File: src/rtl/sp_write_arbiter.sv
// Scratchpad request arbiter: two source FIFOs, round-robin grant, one registered output, outstanding tracking.
// Optional performance counters are enabled by defining SP_ARB_PERF_EN.
module sp_write_arbiter #(
  parameter int REQ_W      = 64,
  parameter int FIFO_DEPTH = 4,
  parameter int MAX_OUT    = 2
) (
  input  logic             CLK,
  input  logic             nRST,
  input  logic             mls_valid,
  input  logic [REQ_W-1:0] mls_data,
  output logic             mls_ready,
  input  logic             gemm_valid,
  input  logic [REQ_W-1:0] gemm_data,
  output logic             gemm_ready,
  output logic             sp_valid,
  output logic [REQ_W-1:0] sp_data,
  output logic             sp_src,
  input  logic             sp_ready,
  input  logic             sp_done,
  input  logic             sp_done_src,
  output logic             mls_done,
  output logic             gemm_done,
  output logic             err_underflow
`ifdef SP_ARB_PERF_EN
  ,
  output logic [31:0]      perf_mls_grants,
  output logic [31:0]      perf_gemm_grants,
  output logic [31:0]      perf_stall_cyc,
  output logic [31:0]      perf_starve_cyc
`endif
);

  localparam int PW = (FIFO_DEPTH > 1) ? $clog2(FIFO_DEPTH) : 1;
  localparam int CW = PW + 1;
  localparam int OW = $clog2(MAX_OUT + 1);

  logic [1:0]       in_vld;
  logic [REQ_W-1:0] in_data [2];

  assign in_vld     = {gemm_valid, mls_valid};
  assign in_data[0] = mls_data;
  assign in_data[1] = gemm_data;

  logic [REQ_W-1:0] mem_q  [2][FIFO_DEPTH];
  logic [PW-1:0]    wptr_q [2];
  logic [PW-1:0]    wptr_d [2];
  logic [PW-1:0]    rptr_q [2];
  logic [PW-1:0]    rptr_d [2];
  logic [CW-1:0]    cnt_q  [2];
  logic [CW-1:0]    cnt_d  [2];
  logic [OW-1:0]    ocnt_q [2];
  logic [OW-1:0]    ocnt_d [2];

  logic [1:0]       full, push, pop, elig, done_hit;
  logic             load, gnt;
  logic             sp_valid_q, sp_valid_d;
  logic             sp_src_q, sp_src_d;
  logic             rr_q, rr_d;
  logic [REQ_W-1:0] sp_data_q, sp_data_d;
  logic             mls_done_q, mls_done_d;
  logic             gemm_done_q, gemm_done_d;
  logic             err_q, err_d;

  always_comb begin
    full        = '0;
    push        = '0;
    pop         = '0;
    elig        = '0;
    done_hit    = '0;
    sp_valid_d  = sp_valid_q;
    sp_data_d   = sp_data_q;
    sp_src_d    = sp_src_q;
    rr_d        = rr_q;
    for (int s = 0; s < 2; s++) begin
      full[s]     = (cnt_q[s] == CW'(FIFO_DEPTH));
      push[s]     = in_vld[s] && !full[s];
      elig[s]     = (cnt_q[s] != '0) && (ocnt_q[s] < OW'(MAX_OUT));
      done_hit[s] = sp_done && (int'(sp_done_src) == s) && (ocnt_q[s] != '0);
    end

    // Output register advances only when empty or being consumed; ties go to the source not granted last.
    load = (!sp_valid_q || sp_ready) && (elig != 2'b00);
    gnt  = elig[1] && (!elig[0] || !rr_q);
    if (load) begin
      pop[gnt]   = 1'b1;
      sp_valid_d = 1'b1;
      sp_data_d  = mem_q[gnt][rptr_q[gnt]];
      sp_src_d   = gnt;
      rr_d       = gnt;
    end else if (sp_ready) begin
      sp_valid_d = 1'b0;
    end

    for (int s = 0; s < 2; s++) begin
      wptr_d[s] = push[s] ? wptr_q[s] + PW'(1) : wptr_q[s];
      rptr_d[s] = pop[s]  ? rptr_q[s] + PW'(1) : rptr_q[s];
      case ({push[s], pop[s]})
        2'b10:   cnt_d[s] = cnt_q[s] + CW'(1);
        2'b01:   cnt_d[s] = cnt_q[s] - CW'(1);
        default: cnt_d[s] = cnt_q[s];
      endcase
      case ({pop[s], done_hit[s]})
        2'b10:   ocnt_d[s] = ocnt_q[s] + OW'(1);
        2'b01:   ocnt_d[s] = ocnt_q[s] - OW'(1);
        default: ocnt_d[s] = ocnt_q[s];
      endcase
    end

    mls_done_d  = done_hit[0];
    gemm_done_d = done_hit[1];
    err_d       = err_q || (sp_done && (ocnt_q[sp_done_src] == '0));
  end

  always_ff @(posedge CLK or negedge nRST) begin
    if (!nRST) begin
      for (int s = 0; s < 2; s++) begin
        wptr_q[s] <= '0;
        rptr_q[s] <= '0;
        cnt_q[s]  <= '0;
        ocnt_q[s] <= '0;
      end
      sp_valid_q  <= 1'b0;
      sp_data_q   <= '0;
      sp_src_q    <= 1'b0;
      rr_q        <= 1'b1;
      mls_done_q  <= 1'b0;
      gemm_done_q <= 1'b0;
      err_q       <= 1'b0;
    end else begin
      for (int s = 0; s < 2; s++) begin
        wptr_q[s] <= wptr_d[s];
        rptr_q[s] <= rptr_d[s];
        cnt_q[s]  <= cnt_d[s];
        ocnt_q[s] <= ocnt_d[s];
      end
      sp_valid_q  <= sp_valid_d;
      sp_data_q   <= sp_data_d;
      sp_src_q    <= sp_src_d;
      rr_q        <= rr_d;
      mls_done_q  <= mls_done_d;
      gemm_done_q <= gemm_done_d;
      err_q       <= err_d;
    end
  end

  // Storage holds no control state, so it is left out of reset.
  always_ff @(posedge CLK) begin
    for (int s = 0; s < 2; s++) begin
      if (push[s]) mem_q[s][wptr_q[s]] <= in_data[s];
    end
  end

  assign mls_ready     = !full[0];
  assign gemm_ready    = !full[1];
  assign sp_valid      = sp_valid_q;
  assign sp_data       = sp_data_q;
  assign sp_src        = sp_src_q;
  assign mls_done      = mls_done_q;
  assign gemm_done     = gemm_done_q;
  assign err_underflow = err_q;

`ifdef SP_ARB_PERF_EN
  function automatic logic [31:0] sat_inc(input logic [31:0] v, input logic en);
    return (en && (v != '1)) ? v + 32'd1 : v;
  endfunction

  logic        starve;
  logic [31:0] pm_q, pg_q, pstall_q, pstarve_q;

  always_comb begin
    starve = 1'b0;
    for (int s = 0; s < 2; s++) begin
      if ((cnt_q[s] != '0) && (ocnt_q[s] >= OW'(MAX_OUT))) starve = 1'b1;
    end
  end

  always_ff @(posedge CLK or negedge nRST) begin
    if (!nRST) begin
      pm_q      <= '0;
      pg_q      <= '0;
      pstall_q  <= '0;
      pstarve_q <= '0;
    end else begin
      pm_q      <= sat_inc(pm_q, pop[0]);
      pg_q      <= sat_inc(pg_q, pop[1]);
      pstall_q  <= sat_inc(pstall_q, sp_valid_q && !sp_ready);
      pstarve_q <= sat_inc(pstarve_q, starve);
    end
  end

  assign perf_mls_grants  = pm_q;
  assign perf_gemm_grants = pg_q;
  assign perf_stall_cyc   = pstall_q;
  assign perf_starve_cyc  = pstarve_q;
`endif

endmodule
File: config.mk
export PLATFORM = sky130hd
export DESIGN_NAME = sp_write_arbiter
export DESIGN_NICKNAME = d
export VERILOG_FILES = /design/src/rtl/sp_write_arbiter.sv
export SDC_FILE = /design/constraint.sdc
export NUM_CORES = 1
export LEC_CHECK = 0
export ABC_AREA = 1
export CAP_MARGIN = 20
export CORE_AREA = 2 2 217 219
export CTS_BUF_LIST = sky130_fd_sc_hd__clkbuf_8
export CTS_CLUSTER_DIAMETER = 200
export DETAILED_ROUTE_END_ITERATION = 8
export DIE_AREA = 0 0 219 221
export DONT_BUFFER_PORTS = 1
export GPL_ROUTABILITY_DRIVEN = 0
export GPL_TIMING_DRIVEN = 0
export PLACE_DENSITY = 0.77
export SETUP_SLACK_MARGIN = 0.2
export SLEW_MARGIN = 20
export SYNTH_ARGS = -nofsm -noshare
export SYNTH_HDL_FRONTEND = slang
export SYNTH_SLANG_ARGS = --single-unit
File: constraint.sdc
create_clock -name CLK -period 10.76 [get_ports CLK]
set_clock_uncertainty 0.05 [all_clocks]
set_input_delay 1.614 -clock CLK [delete_from_list [all_inputs] [get_ports CLK]]
set_output_delay 1.614 -clock CLK [all_outputs]
set_load 0.05 [all_outputs]
# Word-level counts from Yosys, hierarchy flattened
# Memory sizes are Yosys's and may differ from the RTL's.
# Index checks and enable logic that the tools add are counted.
# W data, S select, Z words.
[op_classes]
n_addsub = 12
order_cmp = 11
n_eq_ne = 10
n_mux = 26
n_bitwise = 6
n_reduce_logical = 33
[ops]
columns = ["operator", "n"]
rows = [
  ["$mux W256", 2],
  ["$demux W64 S2", 2],
  ["$mux W64", 4],
  ["$bmux W64 S2", 1],
  ["$reduce_bool A2 Y1", 8],
  ["$logic_and A1 B1 Y1", 14],
  ["$mux W2", 7],
  ["$add A2 B1 Y2 const B", 6],
  ["$pmux W3 S2", 2],
  ["$ge A3 B3 Y1 const B", 3],
  ["$not A2 Y3", 3],
  ["$eq A2 B1 Y1 const B", 4],
  ["$eq A2 B2 Y1 const B", 4],
  ["$pmux W2 S2", 2],
  ["$add A3 B1 Y3 const B", 2],
  ["$eq A3 B3 Y1 const B", 2],
  ["$lt A3 B1 Y1 const B", 2],
  ["$reduce_bool A3 Y1", 2],
  ["$sub A3 B1 Y3 const B", 2],
  ["$logic_not A1 Y1", 5],
  ["$mux W1", 5],
  ["$ge A2 B2 Y1 const B", 2],
  ["$lt A2 B2 Y1 const B", 2],
  ["$not A1 Y2", 2],
  ["other kinds (7)", 10],
]
[totals]
reg_bits = 88
ram_bits = 512
in_bits = 135
output_inout_bits = 71
word_cells = 114
mem_count = 1
[memory_table]
columns = ["memory", "depth", "width", "read_ports", "rd_ports_with_merged_regs", "wr", "line_no", "source"]
rows = [
  ["mem_q", 2, 256, 1, 0, 2, "45", "logic [REQ_W-1:0] mem_q [2][FIFO_DEPTH];"],
]

# Longest topological paths before layout
# Gate-level depths: netlist (run 1).
[logic_depth]
ltp_word = 13
mapped_depth = 14
ltp_nobuf = 12

# Worst setup path after synthesis (run 1)
# Ideal clock, no wire load.
[synth_path]
path_kind = "input to register"
startpoint = "input port mls_valid"
endpoint = "memory mem_q[0][0] (netlist bit), enable pin"
setup_ns = 0.487
arrival_ns = 4.502
t_required_ns = 10.223
setup_slack_ns = 5.722
stages = 2
path_buffers = 0
path_cell_list = "nand2_1 -> nor2_1"
[synth_rtl]
columns = ["item", "line_no", "source"]
rows = [
  ["start, declared", "10", "input logic mls_valid,"],
  ["end, declared", "45", ""],
]

# Final worst setup path (run 1)
[layout_path]
startpoint = "input port sp_ready"
endpoint = "register cnt_q[5] (netlist bit)"
[layout_via]
elab_chain_len = 5
word_cells_on_any_way = 7
classes_between = "2 x eq/ne; 2 x mux; 3 x reduce/logical"
[layout_rtl]
columns = ["item", "line_no", "source"]
rows = [
  ["start, declared", "19", "input logic sp_ready,"],
  ["$logic_or A1 B1 Y1 (*)", "83", "load = (!sp_valid_q || sp_ready) && (elig != 2'b00);"],
  ["$logic_and A1 B1 Y1 (*)", "83", ""],
  ["$mux W2 (*)", "85", "if (load) begin"],
  ["net pop[0]", "55", "logic [1:0] full, push, pop, elig, done_hit;"],
  ["$eq A2 B1 Y1 / $eq A2 B2 Y1 (equally long branches)", "98", "case ({push[s], pop[s]})"],
  ["$pmux W3 S2 / $reduce_bool A2 Y1 (equally long branches)", "--", ""],
  ["end signal, assigned by index", "134", "cnt_q[s] <= cnt_d[s];"],
  ["end, declared", "50", "logic [CW-1:0] cnt_q [2];"],
]
# The timed path passes the listed nets; every way through them passes the cells marked *.
# A chain may end at the register's enable or synchronous reset.

==> flow_summary.ini, run 1 <==
[synthesis]
synthCells = 2395
synth-seq-cells = 600
syn_area_per_cell_sq_um = 10.5
ys_top_cells_by_area = edfxtp_1 61%, nand2_1 19%, dfrtp_1 8.7%
yosys.cell_types.count = 26
yosysTopAreaCell = edfxtp_1
yosysWarnings = 0
synth_area_sq_um = 25100
seq_area_frac_synth_pct = 70.1
synthesis.nets = 2544
synth_top_area_share_pct = 61.3

[global_route]
grt_overflow_total = 0
grt_usage_pct = 29.3
grt_first_pass_wirelength_microns = 105000
grt_max_degree = 89
antenna_found_initial = 1
grt_pass1_vias = 18100

[worst_setup_path]
critPathLaunchType = input port
cpPeakStageDelay_ps = 630
cp_cell_sequence = nor2_1, inv_1, nand2_1, buf_2, nor2_1, ha_1, inv_1, fa_1, a21oi_1, o21ai_0, xor2_1
crit_family = simple AND/OR/NAND/NOR gates
critPathRequiredTime_ps = 11270
path_max_fanout = 10
crit_path_end_kind = flop
crit_type = in -> reg
worst-endpoint-arrival_ps = 4380
timing.critical_path.buf_inv = 3
cpMaxStageDelayCell = nand2_1

[die]
rows = 79
start_util_pct = 54.5
chipHeight_microns = 221
die-width_microns = 219
ioPinCount = 206
die_area_sq_um = 48400
coreArea_sq_um = 46100

[power]
swShare_pct = 47.3
leakagePower_nw = 12.3
pwr-share-clk_pct = 17.9
p_per_area_nw_per_um2 = 357
internal_power_mw = 5.32
p_sw_mw = 4.76
seqPwrFrac_pct = 36.4
ir_drop_mv = 0.155
power.total_mw = 10.1
p_comb_share_pct = 45.7

[timing]
maxSlewViolCount = 0
tightest_slew_ps = 1050
relSlewSlack_pct = 30.1
fmax_mhz = 259
setup_violations = 0
post-route-min-period_ps = 3870
finalHoldViolCount = 0
period_share_pct = 35.9
rsz0062_at_grt = false
tns_ps = 0

[clocking]
clkSlewWorstSetupHoldPaths_ps = 60
cts_resized = 0
clock_path_buffers = 3
clk_latency_ps = 690
postCtsHoldBufs = 0
cts.sinks = 600
cts_root_buf = clkbuf_8
numCtsBuffers = 93
cts_tree = yes
post-cts-setup-buffer-count = 0
htree_levels = 3

[route]
drt_iter0_drc = 2260
route.detailed.drc = 0
routedWlPerCell_microns = 22.1
wl_met3_microns = 8960
route.final.wire_length_microns = 70700
routed_via_density = 5.69
dr_wl_met2_microns = 33200
antenna_left = 0
dr.max_layer_used = met4
wl_met1_microns = 25500
dr.pass1.iters = 8
vias = 18200

[run_status]
status = completed

[place]
dp_hpwl_microns = 45900
io_buffers = 0

[cells_and_area]
drive_above_1_share_pct = 11.0
fin_nets = 2663
syn_to_final_growth_pct = 12.6

[flow_run]
max_cap_viol_count = 0

[worst_hold_path]
min_path_type = reg -> reg
cells by family after synthesis:
family,Yosys count,share of synthesized area [%]
compound gates,17,0.409
xor+xnor,13,0.454
fa+ha+maj,14,0.758
buf+inv,170,3.28
flops,600,70.1
simple gates,1581,25.0
path summary, 6_finish.rpt:
kind,startpoint,end,slack (ps),cells past startpoint
worst max-delay path,sp_ready,cnt_q[5]$_DFFE_PN0P_,6890,11
worst min-delay path,rptr_q[3]$_DFFE_PN0P_,rptr_q[3]$_DFFE_PN0P_,430,1
worst max register to register,cnt_q[0]$_DFFE_PN0P_,cnt_q[5]$_DFFE_PN0P_,6930,12
worst min register to register,rptr_q[3]$_DFFE_PN0P_,rptr_q[3]$_DFFE_PN0P_,430,1
max in group asynchronous,nRST,sp_data[63]$_DFFE_PN0N_,9870,0
min in group asynchronous,nRST,wptr_q[2]$_DFFE_PN0P_,570,0
cell usage after synthesis:
cell type,n
edfxtp_1,512
inv_1,30
nand2_4,1
buf_2,109
buf_1,6
nand3b_1,1
xor2_1,8
dfrtp_1,87
ha_1,12
nand3_1,257
buf_4,13
fa_1,2
o21ai_0,7
nand2_1,1299
clkbuf_1,10
a21oi_1,6
nor2_2,1
o21ai_1,1
inv_2,2
dfstp_2,1
nor2_1,21
a31o_2,1
a21oi_4,1
a21o_1,1
nand3_2,1
xnor2_1,5
metrics by stage:
stage               cell area [sq um]  setup WS [ps]  utilization (%)  cells  hold slack (ps)
global placement                25800           2930             56.1   3002              407
detailed placement              26500           6250             57.5   3026              409
CTS                             28200           6980             61.3   3200              421
global route                    28200           6800             61.3   3201              440
finish                          28200           6890             61.3   3201              431
floorplan                       25100           5720                -   2395              392
layout make-up:
cell class	count	area [sq um]
repair buffers	24	586
clock inverters	73	365
plain buffers	138	703
multi-input cells	1625	6740
inverters	32	120
fillers	3530	17800
flip-flops and latches	600	17600
well taps	607	759
clock buffers	101	1390
diodes	1	2.50
power groups by stage:
stage,registers [mW],clock network [mW],logic [mW]
floorplan,3.70,0,2.91
global placement,3.78,0,4.21
detailed placement,3.72,0,4.50
CTS,3.67,1.81,4.52
finish,3.67,1.80,4.61
global route,3.71,1.92,5.03
cells in the final DEF, fill, tap and decap left out, types with 12 or more instances in the layout:
cell	count
buf_2	109
edfxtp_1	512
nor2_1	13
dfrtp_1	87
inv_1	65
nand2_1	1299
clkinv_1	17
buf_16	14
nand3_1	257
buf_4	13
clkinv_2	13
clkbuf_8	101
ha_1	12
layer usage:
metal	track usage, %	up-vias
li1	-	8161
met3	8.21	208
met5	0	-
met1	37.6	8612
met2	45.9	1246
met4	14.5	0
state kept, by name, summed over array words and instances (netlist names):
| signal | flops |
|---|---|
| ocnt_q | 4 |
| mls_done | 1 |
| err_underflow | 1 |
| wptr_q | 4 |
| rptr_q | 4 |
| sp_src | 1 |
| gemm_done | 1 |
| sp_data | 64 |
| sp_valid | 1 |
| mem_q | 512 |
| rr_q | 1 |
| cnt_q | 6 |
No activity file was read; power rests on OpenSTA's default activity.
==> run 2, diff against run 1 <==
==> constraint.sdc (replaced) <==
create_clock -name CLK -period 3.9 [get_ports CLK]
set_clock_uncertainty 0.05 [all_clocks]
set_input_delay 0.585 -clock CLK [delete_from_list [all_inputs] [get_ports CLK]]
set_output_delay 0.585 -clock CLK [all_outputs]
set_load 0.05 [all_outputs]
==> run 2 against run 1 <==
Compared with the run above: sequential power rose to 2.8 times the previous value; power rose to 2.8 times the previous value; worst setup slack got worse by 6600 ps; final cell count rose by 4.4%; largest power group unchanged; highest routed layer is now met5.
==> flow_summary.ini, run 2 (synthesized netlist as in run 1, its figures left out) <==
[clocking]
htree_levels = 3
clk_latency_ps = 680
numCtsBuffers = 92
cts_tree = yes
cts.sinks = 600
clkSlewWorstSetupHoldPaths_ps = 60
clock_path_buffers = 3
cts_root_buf = clkbuf_8
post-cts-setup-buffer-count = 0

[worst_hold_path]
min_path_type = in -> reg

[die]
die_area_sq_um = 48400
ioPinCount = 206
rows = 79
start_util_pct = 54.5
die-width_microns = 219
coreArea_sq_um = 46100
chipHeight_microns = 221

[power]
ir_drop_mv = 0.441
p_per_area_nw_per_um2 = 943
leakagePower_nw = 12.9

[global_route]
grt_pass1_vias = 18700
grt_usage_pct = 29.6
grt_max_degree = 89
grt_overflow_total = 0
antenna_found_initial = 11
grt_first_pass_wirelength_microns = 107000

[timing]
relSlewSlack_pct = 53.8
setup_violations = 0
maxSlewViolCount = 0
whs_ps = 90.9
rsz0062_at_grt = false
tightest_slew_ps = 693
period_share_pct = 91.4
post-route-min-period_ps = 3560
finalHoldViolCount = 0
fmax_mhz = 281
tns_ps = 0

[cells_and_area]
largest_reg_flops = 512
fin_nets = 2796
instances_no_fill = 3341
utilization_pct = 64.2
stdcell_area_sq_um = 29600
final_cell_mix = 1298 x nand2_1, 512 x edfxtp_1, 257 x nand3_1
drive_above_1_share_pct = 10.4
syn_to_final_growth_pct = 17.9
final_common_cell = nand2_1

[worst_setup_path]
critPathRequiredTime_ps = 4400
timing.critical_path.buf_inv = 4
crit_path_end_kind = flop
cpMaxStageDelayCell = dfstp_2
worst-endpoint-arrival_ps = 4070
path_max_fanout = 10
critPathLaunchType = flop
crit_type = reg -> reg
cpPeakStageDelay_ps = 540
cp_cell_sequence = nand3_2, nand2_4, buf_2, buf_2, inv_1, nor2_1, ha_1, inv_1, fa_1, a21oi_1, o21ai_0, xor2_1
reg2reg_slack_ps = 340
crit_family = simple AND/OR/NAND/NOR gates

[route]
routed_via_density = 5.66
routedWlPerCell_microns = 21.6
drt_iter0_drc = 2318
route.final.wire_length_microns = 72000
vias = 18900
dr.pass1.iters = 6
route.detailed.drc = 0
antenna_left = 0

[flow_run]
max_cap_viol_count = 0

[run_status]
status = completed

[place]
placed_cell_area_sq_um = 26500
dp_hpwl_microns = 45700
io_buffers = 0
placed_cells = 3028
[run 2: cell types whose count changed in the layout (fill, tap and decap cells not counted), sizes merged]
cell         previous run  this run
dlygate4sd3             0       131
diode                   1        11
clkinv                 30        38
clkbuf                111       106
inv                    67        63
buf                   152       155
clkinvlp                6         4
bufinv                  2         1
[run 2: final timing paths]
| path | from | end | cells after the start |
|---|---|---|---|
| worst min register to register | rptr_q[3]$_DFFE_PN0P_ | rptr_q[3]$_DFFE_PN0P_ | 1 |
| worst max-delay path | rr_q$_DFFE_PN1N_ | cnt_q[5]$_DFFE_PN0P_ | 12 |
| worst max register to register | rr_q$_DFFE_PN1N_ | cnt_q[5]$_DFFE_PN0P_ | 12 |
| min in group asynchronous | nRST | cnt_q[0]$_DFFE_PN0P_ | 2 |
| worst min-delay path | sp_done_src | gemm_done$_DFF_PN0_ | 2 |
| max in group asynchronous | nRST | sp_data[36]$_DFFE_PN0N_ | 2 |
[run 2: metrics by stage]
| step | total power [mW] | setup slack (ps) |
|---|---|---|
| finish | 27.9 | 335 |
| global route | 29.5 | 250 |
| CTS | 27.6 | 256 |
| detailed placement | 22.6 | 269 |
| global placement | 22.0 | -3250 |
| floorplan | 18.2 | -457 |
[run 2: routing by layer]
layer	global-route usage (%)	part of all wire (%)
met1	38.0	37
met2	46.8	47
met3	7.01	12
met4	16.0	4.2
met5	0	0.037
[run 2: timing repair]
item	in CTS	in global routing
hold endpoints to repair	602	0
endpoints found under the setup margin	0	1
gates resized for setup	0	1
hold buffers	132	0
[run 2: final cells by class]
cell class,instances,area (sq um)
flip-flops and latches,600,17600
fillers,3459,16500
multi-input cells,1625,6750
repair buffers,158,1970
clock buffers,96,1320
well taps,607,759
plain buffers,138,703
clock inverters,74,345
inverters,32,120
diodes,11,27.5
[run 2: report_power, final]
| group | switching, mW | internal (mW) |
|---|---|---|
| registers | 1.56 | 8.56 |
| clock network | 2.41 | 2.35 |
| logic | 9.28 | 3.71 |
| total | 13.3 | 14.6 |
